`src/rtl/color_region_manager.sv`:
```
// Region colour mapper: splits the active area into a rows x cols grid and outputs the colour of the region under the pixel counters.
// Optional CRM_DEBUG_PATTERN_EN: VGA_Debugg=1 outputs the region index pattern instead of the stored colour.
module color_region_manager #(
  parameter int DATA_WIDTH    = 12,
  parameter int COUNTER_WIDTH = 11,
  parameter int C_ADDR_WIDTH  = 8,
  parameter int C_DATA_WIDTH  = 16,
  parameter int MAX_COLS      = 4,
  parameter int MAX_ROWS      = 4,
  parameter logic [C_ADDR_WIDTH-1:0] ADDR_RES   = 8'h10,
  parameter logic [C_ADDR_WIDTH-1:0] ADDR_GRID  = 8'h11,
  parameter logic [C_ADDR_WIDTH-1:0] ADDR_COLOR = 8'h12
) (
  input  logic                     Clk,
  input  logic                     Rst,
  input  logic [C_ADDR_WIDTH-1:0]  C_Addr,
  input  logic [C_DATA_WIDTH-1:0]  C_Data,
  input  logic                     C_Valid,
  output logic                     C_Rdy,
  input  logic                     VGA_Debugg,
  input  logic                     Counter_X_Valid,
  input  logic                     Counter_Y_Valid,
  input  logic [COUNTER_WIDTH-1:0] Counter_X,
  input  logic [COUNTER_WIDTH-1:0] Counter_Y,
  output logic [DATA_WIDTH-1:0]    Data_VGA,
  output logic [COUNTER_WIDTH-1:0] H_Active,
  output logic [COUNTER_WIDTH-1:0] V_Active,
  output logic [7:0]               VGA_Notification,
  output logic                     VGA_Notification_Valid,
  output logic [1:0]               fsm_state
);
  localparam int CW = COUNTER_WIDTH;
  localparam logic [4:0] MAX_C  = 5'(MAX_COLS);
  localparam logic [4:0] MAX_R  = 5'(MAX_ROWS);
  localparam logic [4:0] NREG_L = 5'(MAX_COLS * MAX_ROWS);

  typedef enum logic [1:0] {IDLE = 2'd0, DIV_X = 2'd1, DIV_Y = 2'd2, COMMIT = 2'd3} state_t;
  state_t state, state_next;

  // Committed geometry, used by the pixel path until COMMIT swaps in the pending set.
  logic [CW-1:0] h_act, v_act, step_x, step_y;
  logic [4:0]    rows_r, cols_r;
  logic [CW-1:0] pend_h, pend_v, rem, quot, new_step_x;
  logic [4:0]    pend_rows, pend_cols;
  logic          color_hold;
  logic [DATA_WIDTH-1:0] colors [16];
  logic [DATA_WIDTH-1:0] data_vga, pix_color;
  logic [7:0]    notif;
  logic          notif_v;

  logic          wr_acc, is_color, res_ok, grid_ok, start, div_ge;
  logic [4:0]    rows_in, cols_in;
  logic [CW-1:0] res_h, res_v;
  logic [CW+3:0] acc_x, acc_y;
  logic [3:0]    col_idx, row_idx, region;

  // Handshake: a write transfers on a rising edge where C_Valid==0 and C_Rdy==1; otherwise it is dropped.
  assign C_Rdy    = (state == IDLE) && !color_hold;
  assign wr_acc   = !C_Valid && C_Rdy;
  assign rows_in  = {1'b0, C_Data[7:4]} + 5'd1;
  assign cols_in  = {1'b0, C_Data[3:0]} + 5'd1;
  assign is_color = (C_Addr == ADDR_COLOR);
  assign res_ok   = (C_Addr == ADDR_RES) && (C_Data[1:0] != 2'd3);
  assign grid_ok  = (C_Addr == ADDR_GRID) && (rows_in <= MAX_R) && (cols_in <= MAX_C);
  assign start    = wr_acc && (res_ok || grid_ok);
  assign div_ge   = (state == DIV_X) ? (rem >= CW'(pend_cols)) : (rem >= CW'(pend_rows));

  always_comb begin
    res_h = CW'(640);
    res_v = CW'(480);
    case (C_Data[1:0])
      2'd1:    begin res_h = CW'(800);  res_v = CW'(600); end
      2'd2:    begin res_h = CW'(1024); res_v = CW'(768); end
      default: begin res_h = CW'(640);  res_v = CW'(480); end
    endcase
  end

  always_ff @(posedge Clk) begin
    if (!Rst) state <= IDLE;
    else      state <= state_next;
  end

  always_comb begin
    state_next = state;
    case (state)
      IDLE:    if (start) state_next = DIV_X;
      DIV_X:   if (!div_ge) state_next = DIV_Y;
      DIV_Y:   if (!div_ge) state_next = COMMIT;
      COMMIT:  state_next = IDLE;
      default: state_next = IDLE;
    endcase
  end

  // Column/row = number of step multiples not exceeding the counter, capped by the grid size.
  always_comb begin
    acc_x   = '0;
    acc_y   = '0;
    col_idx = '0;
    row_idx = '0;
    for (int k = 1; k < MAX_COLS; k++) begin
      acc_x = acc_x + {4'b0, step_x};
      if ((5'(k) < cols_r) && ({4'b0, Counter_X} >= acc_x)) col_idx = col_idx + 4'd1;
    end
    for (int k = 1; k < MAX_ROWS; k++) begin
      acc_y = acc_y + {4'b0, step_y};
      if ((5'(k) < rows_r) && ({4'b0, Counter_Y} >= acc_y)) row_idx = row_idx + 4'd1;
    end
    region = row_idx * cols_r[3:0] + col_idx;
  end

`ifdef CRM_DEBUG_PATTERN_EN
  logic [DATA_WIDTH-1:0] dbg_pattern;
  always_comb begin
    dbg_pattern = '0;
    for (int i = 0; i < DATA_WIDTH; i++) dbg_pattern[i] = region[2'(i % 4)];
    pix_color = VGA_Debugg ? dbg_pattern : colors[region];
  end
`else
  logic unused_debugg;
  assign unused_debugg = VGA_Debugg;
  assign pix_color     = colors[region];
`endif

  always_ff @(posedge Clk) begin
    if (!Rst) begin
      h_act      <= CW'(640);
      v_act      <= CW'(480);
      step_x     <= CW'(640);
      step_y     <= CW'(480);
      rows_r     <= 5'd1;
      cols_r     <= 5'd1;
      pend_h     <= '0;
      pend_v     <= '0;
      pend_rows  <= 5'd1;
      pend_cols  <= 5'd1;
      rem        <= '0;
      quot       <= '0;
      new_step_x <= '0;
      color_hold <= 1'b0;
      notif      <= 8'h00;
      notif_v    <= 1'b0;
      data_vga   <= '0;
      for (int i = 0; i < 16; i++) colors[i] <= '0;
    end else begin
      notif_v    <= 1'b0;
      color_hold <= wr_acc && is_color;
      if (wr_acc && is_color && ({1'b0, C_Data[C_DATA_WIDTH-1 -: 4]} < NREG_L))
        colors[C_Data[C_DATA_WIDTH-1 -: 4]] <= C_Data[DATA_WIDTH-1:0];
      case (state)
        IDLE: if (start) begin
          quot <= '0;
          if (res_ok) begin
            pend_h    <= res_h;
            pend_v    <= res_v;
            pend_rows <= rows_r;
            pend_cols <= cols_r;
            rem       <= res_h;
          end else begin
            pend_h    <= h_act;
            pend_v    <= v_act;
            pend_rows <= rows_in;
            pend_cols <= cols_in;
            rem       <= h_act;
          end
        end
        DIV_X: if (div_ge) begin
          rem  <= rem - CW'(pend_cols);
          quot <= quot + CW'(1);
        end else begin
          new_step_x <= quot;
          rem        <= pend_v;
          quot       <= '0;
        end
        DIV_Y: if (div_ge) begin
          rem  <= rem - CW'(pend_rows);
          quot <= quot + CW'(1);
        end
        COMMIT: begin
          h_act   <= pend_h;
          v_act   <= pend_v;
          step_x  <= new_step_x;
          step_y  <= quot;
          rows_r  <= pend_rows;
          cols_r  <= pend_cols;
          notif   <= {pend_rows[3:0] - 4'd1, pend_cols[3:0] - 4'd1};
          notif_v <= 1'b1;
        end
        default: ;
      endcase
      data_vga <= (Counter_X_Valid && Counter_Y_Valid) ? pix_color : '0;
    end
  end

  assign Data_VGA               = data_vga;
  assign H_Active               = h_act;
  assign V_Active               = v_act;
  assign VGA_Notification       = notif;
  assign VGA_Notification_Valid = notif_v;
  assign fsm_state              = state;
endmodule

```
`config.mk`:
```
export PLATFORM = sky130hd
export DESIGN_NAME = color_region_manager
export DESIGN_NICKNAME = d
export VERILOG_FILES = /design/src/rtl/color_region_manager.sv
export SDC_FILE = /design/constraint.sdc
export NUM_CORES = 1
export LEC_CHECK = 0
export ABC_AREA = 0
export BUFFER_PORTS_ARGS = -buffer_cell sky130_fd_sc_hd__buf_4
export CAP_MARGIN = 20
export CELL_PAD_IN_SITES_DETAIL_PLACEMENT = 0
export CELL_PAD_IN_SITES_GLOBAL_PLACEMENT = 2
export CORE_MARGIN = 4
export CORE_UTILIZATION = 40
export DETAILED_ROUTE_END_ITERATION = 8
export PLACE_DENSITY = 0.77
export SETUP_SLACK_MARGIN = 0.3
export SYNTH_ARGS = -nofsm -noshare
export SYNTH_HDL_FRONTEND = slang
export SYNTH_SLANG_ARGS = --single-unit
```
`constraint.sdc`:
```
create_clock -name Clk -period 17.1 [get_ports Clk]
set_input_delay 2.565 -clock Clk [delete_from_list [all_inputs] [get_ports Clk]]
set_output_delay 2.565 -clock Clk [all_outputs]
set_load 0.02 [all_outputs]
```
# Word-level counts from Yosys, hierarchy flattened

Memory sizes are Yosys's and may differ from the RTL's. A register that Yosys moved wholly into a read port is not among the register bits.
Index checks and enable logic that the tools add are counted.
Widths: inputs -> output; s select.

Output and inout port bits: 46
Logic and storage cells: 124
Memory bits (writable): 192
Bits of input ports: 52
Memories: 1
Register bits after elaboration: 131

Reduce and logical (&&, ||, !) cells: 26
Bitwise gates (word level): 1
Equal/unequal tests: 13
Multiplexer cells: 33
Add/sub/neg operators: 16
Magnitude comparators: 16
$mul: 1

Memory list:

| memory | words | bits a word | read ports | clocked after memory_dff | wr ports | line | text |
|---|---|---|---|---|---|---|---|
| colors | 16    | 12          | 1          | 1                        | 16       | 46   | `logic [DATA_WIDTH-1:0] colors [16];` |

Operators with widths:

| kind                  | count |
|---|---|
| $mux 11               | 8 |
| $pmux 11 s3           | 2 |
| $add 12x11->13        | 2 |
| $ge 11x13->1          | 2 |
| $add 11x11->12        | 2 |
| $eq 8x5->1 const B    | 3 |
| $ge 11x12->1          | 2 |
| $ge 11x11->1          | 2 |
| $ge 11x5->1           | 2 |
| $pmux 11 s2           | 1 |
| $sub 11x5->11         | 2 |
| $lt 2x5->1 const A    | 4 |
| $mux 4                | 5 |
| $pmux 10 s2           | 1 |
| $add 4x1->4 const B   | 4 |
| $logic_and 1x1->1     | 14 |
| $mux 12               | 1 |
| $reduce_or 12->1      | 1 |
| $add 11x1->11 const B | 1 |
| $add 4x1->5 const B   | 2 |
| $le 5x3->1 const B    | 2 |
| $lt 1x5->1 const A    | 2 |
| $mux 5                | 2 |
| $ne 2x2->1 const B    | 5 |
| other kinds (15)      | 34 |

# Longest topological paths before layout

Depth after elaboration: 9
Mapped depth: 28
Depth with buffers taken out: 27

# Worst setup path after synthesis

No wires, ideal clock.

Kind: input to register
Start point: input port Counter_Y[1]
End point: register data_vga[7], in the netlist Data_VGA[7] (read register of colors)
Setup slack: 9405 ps
Library setup time: 130 ps
Path buffers: 2
Cell stages on the path: 24
Arrival: 7566 ps
Cells stage by stage: ha_1 nor2b_1 o21a_1 o21a_1 o21ai_0 nand2b_1 a211oi_1 o21ai_0 a21o_1 a41o_1 ha_1 xor2_1 nor2b_1 ha_1 ha_1 inv_1 fa_1 inv_1 fa_1 buf_1 clkbuf_1 mux2_2 nand2_1 mux2i_1

Word-level cells in the longest chain between the ends: 9
Elaborated cells on any way between the ends: 13
Those cells by class: add/sub: 3; mul: 1; order compare: 3; mux: 3; reduce/logical: 3

Ends and longest elaborated chain:

| item              | line | text |
|---|---|---|
| from (decl)       | 24   | `input logic [COUNTER_WIDTH-1:0] Counter_Y,` |
| $ge 11x11->1      | 106  | `if ((5'(k) < rows_r) && ({4'b0, Counter_Y} >= acc_y)) row_idx = row_idx + 4'd1;` |
| $logic_and 1x1->1 | 106  |  |
| $mux 1            | 106  |  |
| $add 4x1->4       | 106  |  |
| $mux 4            | 106  |  |
| $add 4x1->4       | 106  |  |
| $mux 4 (*)        | 106  |  |
| $mul 4x4->4 (*)   | 108  | `region = row_idx * cols_r[3:0] + col_idx;` |
| $add 4x4->4 (*)   | 108  |  |
| to (decl)         | 47   | `logic [DATA_WIDTH-1:0] data_vga, pix_color;` |

Mark *: on every way between the ends. The rest lies on a longest branch, timed or not.
A chain may end at the register's enable or synchronous reset.

# Final worst setup path

Start point: input port Counter_Y[1]
End point: register data_vga[5], in the netlist Data_VGA[5] (read register of colors)

Same word-level chain as after synthesis.

==> impl_metrics.tcl <==
set metrics [dict create \
    synth.avg_cell_area_um2 10.73 \
    routabilityCongestion 0.7798 \
    io_pins 98 \
    synth_edf_count 192 \
    outcome "finished, final reports clean" \
    cp_num_cells 24 \
    ys_seq_area_share_pct 47.78 \
    timing.rr.start "step_y[0]" \
    clkLatencyLatePin_ns 0.52 \
    post-route-drc-count 0 \
    grt_max_degree 66 \
    grt_antenna_before_repair 1 \
    ctsHoldBuffers 0 \
    dieHeight_um 220.5 \
    cts.sinks 335 \
    grt_remaining_overflow 0 \
    crit_slowest_cell "fa_1" \
    fmax_mhz 131.2 \
    dpl.hpwl_mm 30.15 \
    post_cts_buffers 0 \
    final_util_pct 46.16 \
    ir_drop_uv 57.79 \
    htreeDepth 2 \
    power.leakage_nw 7.818 \
    antenna_left 0 \
    yosysUniqueCellTypes 67 \
    finalHoldViolCount 0 \
    synth_area_um2 18060 \
    final_cells 2362 \
    final_area_um2 20500 \
    cp_top_family "adder cells" \
    relSlewSlack_pct 32.22 \
    slew_viol_final 0 \
    synthFlopType "edfxtp_1" \
    worst_slew_pin_slew_ns 1.017 \
    rr_endpoint "Data_VGA[5]" \
    syn_inst 1683 \
    die_area_um2 48610 \
    crit_path_start_kind "input pin" \
    cp_common_cell "ha_1" \
    path_clk_slew_ns 0.06 \
    wirelength_mm 44.27 \
    cts-resized-gates 0 \
    synth_seq_cells 335 \
    crit_end "Data_VGA[5]" \
    path_buf_inv 4 \
    dr.pass1.iters 4 \
    rows 77 \
    max-cap-violations 0 \
    skew_ns 0.01421 \
    cts_buffer_depth 3 \
    cts_tree "yes" \
    multi_input_area_um2 8812 \
    io_buffers 96 \
    grt_pass1_vias 12450 \
    core_area_um2 44410 \
    endpoint_kind "flip-flop" \
    async_flop_share_pct 0 \
    first_iter_violations 581 \
    drive_gt1_share_pct 14.92 \
    numCtsBuffers 36 \
    ff_latch_area_um2 8628 \
    hold_class "flip-flop to flip-flop" \
    arrival_ns 8.03 \
    start_util_pct 40.66 \
    grt_pass1_wl_mm 70.28 \
    setup_tns_ns 0 \
    grtUsageTotal_pct 18.29 \
    n_fill_cell 4175 \
    area_growth_syn_to_layout_pct 13.52 \
    synthesis.nets 1861 \
    reg2regPathDepth 26 \
    yosysWarnings 0 \
    setup_viol 0 \
    nNetsFinal 1920 \
    die_x_um 220.5 \
    worst-r2r-setup-slack_ns 11.02 \
    worstPathCellList "buf_4 -> ha_1 -> nor2b_1 -> o21a_1 -> o21a_1 -> o21ai_0 -> nand2b_1 -> a211oi_1 -> o21ai_0 -> a21o_1 -> a41o_1 -> ha_1 -> xor2_1 -> nor2b_1 -> ha_1 -> ha_1 -> inv_1 -> fa_1 -> inv_1 -> fa_1 -> buf_4 -> mux2_2 -> nand2_1 -> mux2i_1" \
    worst-setup-path-type "input pin to flip-flop" \
    period_needed_ns 7.624 \
    rsz0062_at_grt "false" \
    crit_fanout 24 \
    crit_start "Counter_Y[1]" \
    viasPerCell 5.226 \
    period_share_pct 44.59 \
    p_per_area_nw_per_um2 87.23 \
    place_area_um2 19350 \
    worst_ep_required_time_ns 17.51 \
    n_antenna_cell 0 \
    root_buffer "clkbuf_16" \
    dp.cells 2295 \
    vias 12340 \
    wl_per_cell_um 18.74 \
    critPathMaxStageDelay_ns 0.55 \
]
## worst reg2reg max path: cells and delay by family (launching register included)
family	cells	cell delay, ns
XOR/XNOR	1	0.16
AO/OA/AOI/OAI	6	1.09
multiplexers	2	0.51
flip-flops	1	0.39
buffers and inverters	4	0.53
AND/OR/NAND/NOR	6	0.77
adder cells (fa/ha/maj)	7	2.51
## layout make-up
| cell class | count | share of cell area, % |
|---|---|---|
| inverters | 68 | 1.251 |
| clock buffers | 57 | 5.279 |
| well taps | 592 | 3.613 |
| repair buffers | 123 | 4.541 |
| clock inverters | 9 | 0.2441 |
| flip-flops and latches | 335 | 42.09 |
| multi-input cells | 1178 | 42.98 |
## cell families (layout without fill, tap and decap cells)
kind of cell | after synthesis | count (layout) | synth area share, %
compound gates | 259 | 259 | 8.820
xor+xnor | 50 | 50 | 2.425
fa+ha+maj | 126 | 126 | 8.979
buf+inv | 170 | 257 | 3.665
flops | 335 | 335 | 47.78
mux | 149 | 149 | 11.78
simple gates | 594 | 594 | 16.55
## how the worst min path moves through the flow
stage / cells past startpoint / slack (ns) / endpoint / from
floorplan: 2 / 0.44 / rows_r[0] / rows_r[0]
global placement: 1 / 0.44 / VGA_Notification[4] / VGA_Notification[4]
detailed placement: 1 / 0.45 / VGA_Notification[0] / VGA_Notification[0]
CTS: 1 / 0.47 / VGA_Notification[0] / VGA_Notification[0]
global route: 1 / 0.49 / VGA_Notification[0] / VGA_Notification[0]
finish: 1 / 0.47 / VGA_Notification[0] / VGA_Notification[0]
## Yosys cell counts (all sizes together) (2+ instances only)
cell	n	area share, %
or3	6	0.21
or4	6	0.25
a41o	2	0.11
or2	2	0.069
edfxtp	192	32
nand4	6	0.21
nor4	14	0.57
buf	22	0.59
nand3	30	0.86
a311oi	2	0.097
and2	167	5.8
dfxtp	143	16
nand2b	16	0.55
mux2i	75	4.2
a32oi	2	0.097
clkinv	2	0.042
a211oi	18	0.75
xor2	20	0.97
mux2	26	1.6
mux4	48	6.0
nand2	105	2.2
o31ai	2	0.083
nand3b	2	0.083
ha	120	8.3
a221oi	2	0.17
a31oi	10	0.35
nor3	49	1.4
and3	2	0.069
inv	66	1.4
nor2b	16	0.55
o21a	14	0.58
o21ai	63	1.8
fa	6	0.67
o22ai	5	0.17
clkbuf	80	1.7
xnor2	30	1.5
a21o	21	0.87
o21bai	2	0.083
o211ai	14	0.58
nor2	168	3.5
a41oi	2	0.097
a31o	2	0.097
a21oi	89	2.5
## flip-flops by register name, summed over array words and instances, names as in the netlist, 8 cells and up
signal and count:
V_Active 11, H_Active 11, colors 192, step_y 11, quot 11, step_x 11
rem 11, new_step_x 11, pend_h 11, pend_v 11, VGA_Notification 8, Data_VGA 12
## cells in the final DEF, fill, tap and decap left out, drive strengths merged, types with 6 or more instances in the layout
cell type and instances:
clkinv 9, a211oi 18, nand4 6, nor2b 16, a21oi 89, xor2 20, buf 123, or4 6
mux2i 75, xnor2 30, fa 6, clkbuf 57, mux4 48, inv 67, ha 120, nand2b 16
nand3 30, o211ai 14, or3 6, a31oi 10, dfxtp 143, o21a 14, nand2 105, nor3 49
o21ai 63, and2 167, a21o 21, nor2 168, edfxtp 192, nor4 14, mux2 26
## layer usage
| metal | global-route usage (%) | wire, um | vias up |
|---|---|---|---|
| li1 | - | - | 6135 |
| met1 | 23.72 | 19350 | 5975 |
| met2 | 32.65 | 22500 | 178 |
| met3 | 2.376 | 1603 | 56 |
| met4 | 4.250 | 814 | 0 |
| met5 | 0 | 0 | - |
## power breakdown
group          internal (mW)  switching (mW)
sequential             0.867         0.00674
clock                  0.436           0.317
combinational         0.0614           0.101
## stage by stage
stage | total power, mW | worst slack (ns) | hold slack, ns
5_1_grt | 1.861 | 9.062 | 0.4945
4_1_cts | 1.810 | 9.133 | 0.4651
6_report | 1.788 | 9.476 | 0.4695
3_5_place_dp | 1.056 | 8.597 | 0.4479
3_3_place_gp | 1.054 | 8.619 | 0.4432
2_1_floorplan | 0.9972 | 9.405 | 0.4406
(Power assumes the default switching activity.)
